==> src/rtl/fetch_stage_pkg.sv <==
// Shared definitions for the instruction fetch stage: FSM encodings and PC step.
package fetch_stage_pkg;

  typedef enum logic [1:0] {
    ST_IDLE  = 2'd0,
    ST_FETCH = 2'd1,
    ST_HOLD  = 2'd2
  } fetch_state_t;

  localparam int PC_INC = 4;

endpackage

==> src/rtl/fetch_stage_if.sv <==
// Fetch stage bus bundle: instruction-memory port, execute redirect, decoder handshake.
interface fetch_stage_if #(
  parameter int PC_WIDTH = 32,
  parameter int IWIDTH   = 32
);
  logic                fs_o_imem_req;
  logic [PC_WIDTH-1:0] fs_o_imem_addr;
  logic                fs_i_imem_ack;
  logic [IWIDTH-1:0]   fs_i_imem_instr;
  logic                fs_i_change_pc;
  logic [PC_WIDTH-1:0] fs_i_new_pc;
  logic                fs_i_stall;
  logic                fs_i_flush;
  logic [IWIDTH-1:0]   fs_o_instr;
  logic [PC_WIDTH-1:0] fs_o_pc;
  logic                fs_o_ce;

  modport master (
    output fs_o_imem_req, fs_o_imem_addr, fs_o_instr, fs_o_pc, fs_o_ce,
    input  fs_i_imem_ack, fs_i_imem_instr, fs_i_change_pc, fs_i_new_pc,
           fs_i_stall, fs_i_flush
  );

  modport slave (
    input  fs_o_imem_req, fs_o_imem_addr, fs_o_instr, fs_o_pc, fs_o_ce,
    output fs_i_imem_ack, fs_i_imem_instr, fs_i_change_pc, fs_i_new_pc,
           fs_i_stall, fs_i_flush
  );
endinterface

==> src/rtl/fetch_skid_buffer.sv <==
// One-entry holding register for an instruction returned while the decoder stalls.
module fetch_skid_buffer #(
  parameter int PC_WIDTH = 32,
  parameter int IWIDTH   = 32
) (
  input  logic                fs_clk,
  input  logic                fs_rst,
  input  logic                load,
  input  logic                clear,
  input  logic [IWIDTH-1:0]   d_instr,
  input  logic [PC_WIDTH-1:0] d_pc,
  output logic [IWIDTH-1:0]   q_instr,
  output logic [PC_WIDTH-1:0] q_pc,
  output logic                valid
);

  // Payload needs no reset: it is only observed while valid is set.
  always_ff @(posedge fs_clk) begin
    if (fs_rst || clear) begin
      valid <= 1'b0;
    end else if (load) begin
      valid   <= 1'b1;
      q_instr <= d_instr;
      q_pc    <= d_pc;
    end
  end

endmodule

==> src/rtl/fetch_stage.sv <==
// Instruction fetch: PC sequencing, memory request, decoder handoff with stall/redirect/flush.
module fetch_stage
  import fetch_stage_pkg::*;
#(
  parameter int                  PC_WIDTH = 32,
  parameter int                  IWIDTH   = 32,
  parameter logic [PC_WIDTH-1:0] RESET_PC = '0
) (
  input logic           fs_clk,
  input logic           fs_rst,
  fetch_stage_if.master fs
);

  fetch_state_t        state;
  logic [PC_WIDTH-1:0] pc;
  logic [PC_WIDTH-1:0] pc_next;
  logic                buf_load, buf_clear, buf_valid;
  logic [IWIDTH-1:0]   buf_instr;
  logic [PC_WIDTH-1:0] buf_pc;

  assign fs.fs_o_imem_req  = (state == ST_FETCH);
  assign fs.fs_o_imem_addr = pc;
  assign pc_next           = pc + PC_WIDTH'(PC_INC);

  // Park the returned word only when nothing of higher priority overrides the ack.
  assign buf_load  = !fs.fs_i_change_pc && !fs.fs_i_flush && (state == ST_FETCH)
                   && fs.fs_i_imem_ack && fs.fs_i_stall;
  assign buf_clear = fs.fs_i_change_pc || fs.fs_i_flush
                   || ((state == ST_HOLD) && !fs.fs_i_stall);

  fetch_skid_buffer #(.PC_WIDTH(PC_WIDTH), .IWIDTH(IWIDTH)) u_skid (
    .fs_clk  (fs_clk),
    .fs_rst  (fs_rst),
    .load    (buf_load),
    .clear   (buf_clear),
    .d_instr (fs.fs_i_imem_instr),
    .d_pc    (pc),
    .q_instr (buf_instr),
    .q_pc    (buf_pc),
    .valid   (buf_valid)
  );

  always_ff @(posedge fs_clk) begin
    if (fs_rst) begin
      state         <= ST_IDLE;
      pc            <= RESET_PC;
      fs.fs_o_ce    <= 1'b0;
      fs.fs_o_instr <= '0;
      fs.fs_o_pc    <= '0;
    end else if (fs.fs_i_change_pc) begin
      // IDLE drops req for a cycle so memory abandons the stale access.
      state      <= ST_IDLE;
      pc         <= {fs.fs_i_new_pc[PC_WIDTH-1:2], 2'b00};
      fs.fs_o_ce <= 1'b0;
    end else if (fs.fs_i_flush) begin
      state      <= ST_FETCH;
      fs.fs_o_ce <= 1'b0;
    end else begin
      unique case (state)
        ST_IDLE: state <= ST_FETCH;
        ST_FETCH: begin
          if (fs.fs_i_imem_ack) begin
            pc <= pc_next;
            if (fs.fs_i_stall) begin
              state <= ST_HOLD;
            end else begin
              fs.fs_o_instr <= fs.fs_i_imem_instr;
              fs.fs_o_pc    <= pc;
              fs.fs_o_ce    <= 1'b1;
            end
          end else if (!fs.fs_i_stall) begin
            fs.fs_o_ce <= 1'b0;
          end
        end
        ST_HOLD: begin
          if (!fs.fs_i_stall) begin
            fs.fs_o_instr <= buf_instr;
            fs.fs_o_pc    <= buf_pc;
            fs.fs_o_ce    <= buf_valid;
            state         <= ST_FETCH;
          end
        end
        default: state <= ST_IDLE;
      endcase
    end
  end

endmodule

==> src/flat_wrapper.sv <==
// flat-port wrapper written by rule: the top's interface ports become plain ports
module fetch_stage_flat import fetch_stage_pkg::*;
#(
  parameter int                  PC_WIDTH = 32,
  parameter int                  IWIDTH   = 32,
  parameter logic [PC_WIDTH-1:0] RESET_PC = '0
)
  (fs_clk, fs_rst, fs_fs_o_imem_req, fs_fs_o_imem_addr, fs_fs_o_instr, fs_fs_o_pc, fs_fs_o_ce, fs_fs_i_imem_ack, fs_fs_i_imem_instr, fs_fs_i_change_pc, fs_fs_i_new_pc, fs_fs_i_stall, fs_fs_i_flush);
  fetch_stage_if #(.PC_WIDTH(PC_WIDTH), .IWIDTH(IWIDTH)) fs_i ();
  input logic fs_clk;
  input logic fs_rst;
  output wire logic [$bits(fs_i.fs_o_imem_req)-1:0] fs_fs_o_imem_req;
  output wire logic [$bits(fs_i.fs_o_imem_addr)-1:0] fs_fs_o_imem_addr;
  output wire logic [$bits(fs_i.fs_o_instr)-1:0] fs_fs_o_instr;
  output wire logic [$bits(fs_i.fs_o_pc)-1:0] fs_fs_o_pc;
  output wire logic [$bits(fs_i.fs_o_ce)-1:0] fs_fs_o_ce;
  input wire logic [$bits(fs_i.fs_i_imem_ack)-1:0] fs_fs_i_imem_ack;
  input wire logic [$bits(fs_i.fs_i_imem_instr)-1:0] fs_fs_i_imem_instr;
  input wire logic [$bits(fs_i.fs_i_change_pc)-1:0] fs_fs_i_change_pc;
  input wire logic [$bits(fs_i.fs_i_new_pc)-1:0] fs_fs_i_new_pc;
  input wire logic [$bits(fs_i.fs_i_stall)-1:0] fs_fs_i_stall;
  input wire logic [$bits(fs_i.fs_i_flush)-1:0] fs_fs_i_flush;
  assign fs_fs_o_imem_req = fs_i.fs_o_imem_req;
  assign fs_fs_o_imem_addr = fs_i.fs_o_imem_addr;
  assign fs_fs_o_instr = fs_i.fs_o_instr;
  assign fs_fs_o_pc = fs_i.fs_o_pc;
  assign fs_fs_o_ce = fs_i.fs_o_ce;
  assign fs_i.fs_i_imem_ack = fs_fs_i_imem_ack;
  assign fs_i.fs_i_imem_instr = fs_fs_i_imem_instr;
  assign fs_i.fs_i_change_pc = fs_fs_i_change_pc;
  assign fs_i.fs_i_new_pc = fs_fs_i_new_pc;
  assign fs_i.fs_i_stall = fs_fs_i_stall;
  assign fs_i.fs_i_flush = fs_fs_i_flush;
  fetch_stage #(.PC_WIDTH(PC_WIDTH), .IWIDTH(IWIDTH), .RESET_PC(RESET_PC)) u_core (.fs_clk(fs_clk), .fs_rst(fs_rst), .fs(fs_i));
endmodule
==> config.mk <==
export PLATFORM = sky130hd
export DESIGN_NAME = fetch_stage_flat
export DESIGN_NICKNAME = d
export VERILOG_FILES = /design/src/rtl/fetch_stage_pkg.sv /design/src/rtl/fetch_stage_if.sv /design/src/rtl/fetch_skid_buffer.sv /design/src/rtl/fetch_stage.sv /design/src/flat_wrapper.sv
export SDC_FILE = /design/constraint.sdc
export NUM_CORES = 1
export LEC_CHECK = 0
export BUFFER_PORTS_ARGS = -buffer_cell sky130_fd_sc_hd__buf_2
export CORE_ASPECT_RATIO = 0.9
export CORE_UTILIZATION = 50
export CTS_CLUSTER_DIAMETER = 150
export DETAILED_ROUTE_END_ITERATION = 12
export HOLD_SLACK_MARGIN = 0.12
export PLACE_DENSITY = 0.82
export SYNTH_ARGS = -nofsm -noshare
export SYNTH_HDL_FRONTEND = slang
export SYNTH_SLANG_ARGS = --single-unit
==> constraint.sdc <==
create_clock -name fs_clk -period 8.5 [get_ports fs_clk]
set_clock_uncertainty 0.1 [all_clocks]
set_input_delay 0.425 -clock fs_clk [delete_from_list [all_inputs] [get_ports fs_clk]]
set_output_delay 0.425 -clock fs_clk [all_outputs]
set_load 0.03 [all_outputs]
==> impl_metrics.py <==
metrics = {
    "global_routing": {
        "grt-ovfl-total": 0,
        "grt_max_degree": 79,
        "track_usage_pct": 23.14,
        "grt_antenna_before_repair": 0,
        "grt_pass1_vias": 5123,
        "grt_pass1_wl_um": 24810,
    },
    "placed_design": {
        "gp_congestion": 0.7531,
        "place_ws_ns": 5.604,
        "portBuffers": 161,
        "dp_hpwl_um": 9967,
    },
    "sta": {
        "finalCriticalPeriod_ns": 2.812,
        "fin_ws_ns": 5.688,
        "setup_viol": 0,
        "finalMaxSlewViolations": 0,
        "setup-tns-final_ns": 0,
        "tightestPinTransition_ns": 1.149,
        "max_slew_margin_pct": 23.40,
        "finalHoldViolCount": 0,
        "rsz0062_at_grt": "no",
        "fmax_mhz": 355.6,
        "fin_crit_sh_pct": 33.08,
    },
    "power_and_ir_drop": {
        "ir_drop_v": 0.0001660,
        "pwr_density_cell_nw_per_um2": 211.6,
        "p_leak_nw": 3.167,
    },
    "route": {
        "wl_met3_um": 1233,
        "via_per_inst": 5.429,
        "route.detailed.drc": 0,
        "postRouteWirelength_um": 15530,
        "first_pass_iters": 4,
        "ant_nets": 0,
        "wl_met1_um": 6570,
        "top_layer_used": "met4",
        "wl_per_cell_um": 16.59,
        "num_vias": 5082,
        "drt_iter0_drc": 290,
        "dr_wl_met2_um": 7555,
    },
    "synthesis": {
        "synth_ff_type": "dfxtp_1",
        "syn_inst": 579,
        "avgSynthCellArea_um2": 11.54,
        "ys_seq_area_share_pct": 56.61,
        "synth_cell_types": 39,
        "synth_edf_count": 62,
        "synth_area_leaders": "dfxtp_1, edfxtp_1, mux2i_1",
        "syn-cell-area_um2": 6684,
        "synthArstFlopShare_pct": 0,
        "synthTopCellsByCount": "dfxtp_1, nor2_1, a211oi_1",
        "yosysTopAreaCell": "dfxtp_1",
        "ys_ff_latch": 158,
        "netlist.area_leader.share_pct": 28.75,
        "ys_warn_count": 0,
    },
    "cts": {
        "cts_tree": "yes",
        "post_cts_buffers": 0,
        "root_buffer": "clkbuf_16",
        "clk_latency_ns": 0.42,
        "clkTransAtPathRegs_ns": 0.06,
        "cts-buffers-inserted": 17,
        "htreeDepth": 4,
        "cts.path.max_buffers": 2,
        "clock_sinks": 158,
    },
    "floorplanning": {
        "num_rows": 39,
        "dieArea_um2": 13840,
        "ios": 168,
        "initial_core_util_pct": 51.88,
        "die_w_um": 123.9,
        "coreArea_um2": 12880,
        "fp.dieH_um": 111.7,
    },
    "worst_setup_path": {
        "cp-end-kind": "register",
        "arrival_ns": 3.04,
        "cp_max_fo": 78,
        "start_kind": "register",
        "worst_ep_required_time_ns": 8.72,
        "crit_type": "reg -> reg",
    },
    "min_path": {
        "hold_path.class": "in -> reg",
    },
    "flow_run": {
        "cap_violations": 0,
    },
    "finish": {
        "areaGrowthSynthToFinish_pct": 26.60,
        "drive_gt1_share_pct": 28.79,
        "fin_nets": 833,
        "fin_util_pct": 65.69,
    },
    "run_status": {
        "outcome": "complete, no violations",
    },
}
-- power by group --
| part | switching [mW] | leakage [nW] | total [mW] | internal, mW |
|---|---|---|---|---|
| clock | 0.304 | 0.284 | 0.795 | 0.491 |
| combinational | 0.103 | 1.53 | 0.165 | 0.0615 |
| sequential | 0.0238 | 1.35 | 0.831 | 0.808 |
-- worst max-delay path, stage by stage (launching register included) --
cell and delay (ns):
dfxtp_1 0.39, inv_1 0.10, ha_1 0.32, o21ai_2 0.25, nand2_2 0.10, a2111oi_4 0.29
buf_4 0.69, nor2_1 0.13, a211oi_1 0.28
-- timing repair --
item,in CTS,in global routing
endpoints found under the hold margin,33,0
hold buffers,33,0
gates resized for setup,0,0
-- layout make-up --
| class | count | area (um^2) |
|---|---|---|
| clock inverters | 14 | 191.4 |
| repair buffers | 200 | 1184 |
| clock buffers | 18 | 429.2 |
| well taps | 164 | 205.2 |
| multi-input cells | 371 | 2629 |
| diodes | 1 | 2.502 |
| inverters | 10 | 37.54 |
| fillers | 1009 | 4420 |
| flip-flops and latches | 158 | 3784 |
-- per-stage QoR --
step | instances | area [um^2] | power [mW] | hold slack (ns)
floorplan | 582 | 6695 | 0.9477 | 0.3538
global placement | 870 | 7508 | 0.9923 | 0.3671
detailed placement | 870 | 7508 | 0.9988 | 0.3827
CTS | 935 | 8459 | 1.804 | 0.1274
global route | 935 | 8459 | 1.856 | 0.1476
finish | 936 | 8462 | 1.791 | 0.1477
-- cell usage in the layout, fill, tap and decap left out, types with 2 or more instances in the layout --
cell type and instances:
xor2_1 23, nand4_1 11, clkbuf_16 17, nor2_1 95
edfxtp_1 62, and3_1 5, dlygate4sd3_1 33, conb_1 4
nand4b_1 2, nand2_1 24, inv_1 10, buf_4 7
mux2i_1 65, xnor2_1 6, a211oi_2 17, ha_1 4
nor4_1 7, clkinvlp_4 5, nor3_1 3, a211oi_1 66
inv_6 2, clkinv_1 2, nor4_4 2, nand3_1 9
bufinv_16 4, a21oi_1 12, buf_2 160, dfxtp_1 96
-- logic make-up (layout without fill, tap and decap cells) --
family	count (synthesis)	after routing	share of synthesized area (%)
AND/OR/NAND/NOR	165	165	11.63
XOR/XNOR	29	29	3.800
flip-flops	158	158	56.61
buffers and inverters	53	242	4.530
AO/OA/AOI/OAI	103	103	12.71
other	1	5	0.05610
multiplexers	65	65	9.734
adder cells (fa/ha/maj)	5	5	0.9360
-- registers in the layout (all words and copies together) (netlist names) --
name	count
u_core.state	2
u_core.u_skid.q_pc	30
u_core.fs.fs_o_imem_addr	30
u_core.fs.fs_o_instr	32
u_core.fs.fs_o_pc	30
u_core.fs.fs_o_ce	1
u_core.u_skid.q_instr	32
u_core.u_skid.valid	1
-- routing by layer --
layer,up-vias,track usage [%]
met2,180,38.56
met3,19,8.350
met4,0,8.835
li1,2464,-
met5,-,0
met1,2419,26.89
-- final timing paths --
check                              from                      endpoint  slack, ns  cells after the start
setup / recovery        u_core.state[1]      u_core.fs.fs_o_instr[16]       5.69                      8
hold / removal       fs_fs_i_new_pc[14]  u_core.fs.fs_o_imem_addr[14]       0.15                      3
setup reg to reg        u_core.state[1]      u_core.fs.fs_o_instr[16]       5.69                      8
hold reg to reg   u_core.fs.fs_o_pc[10]         u_core.fs.fs_o_pc[10]       0.39                      2
(Power assumes the default switching activity.)
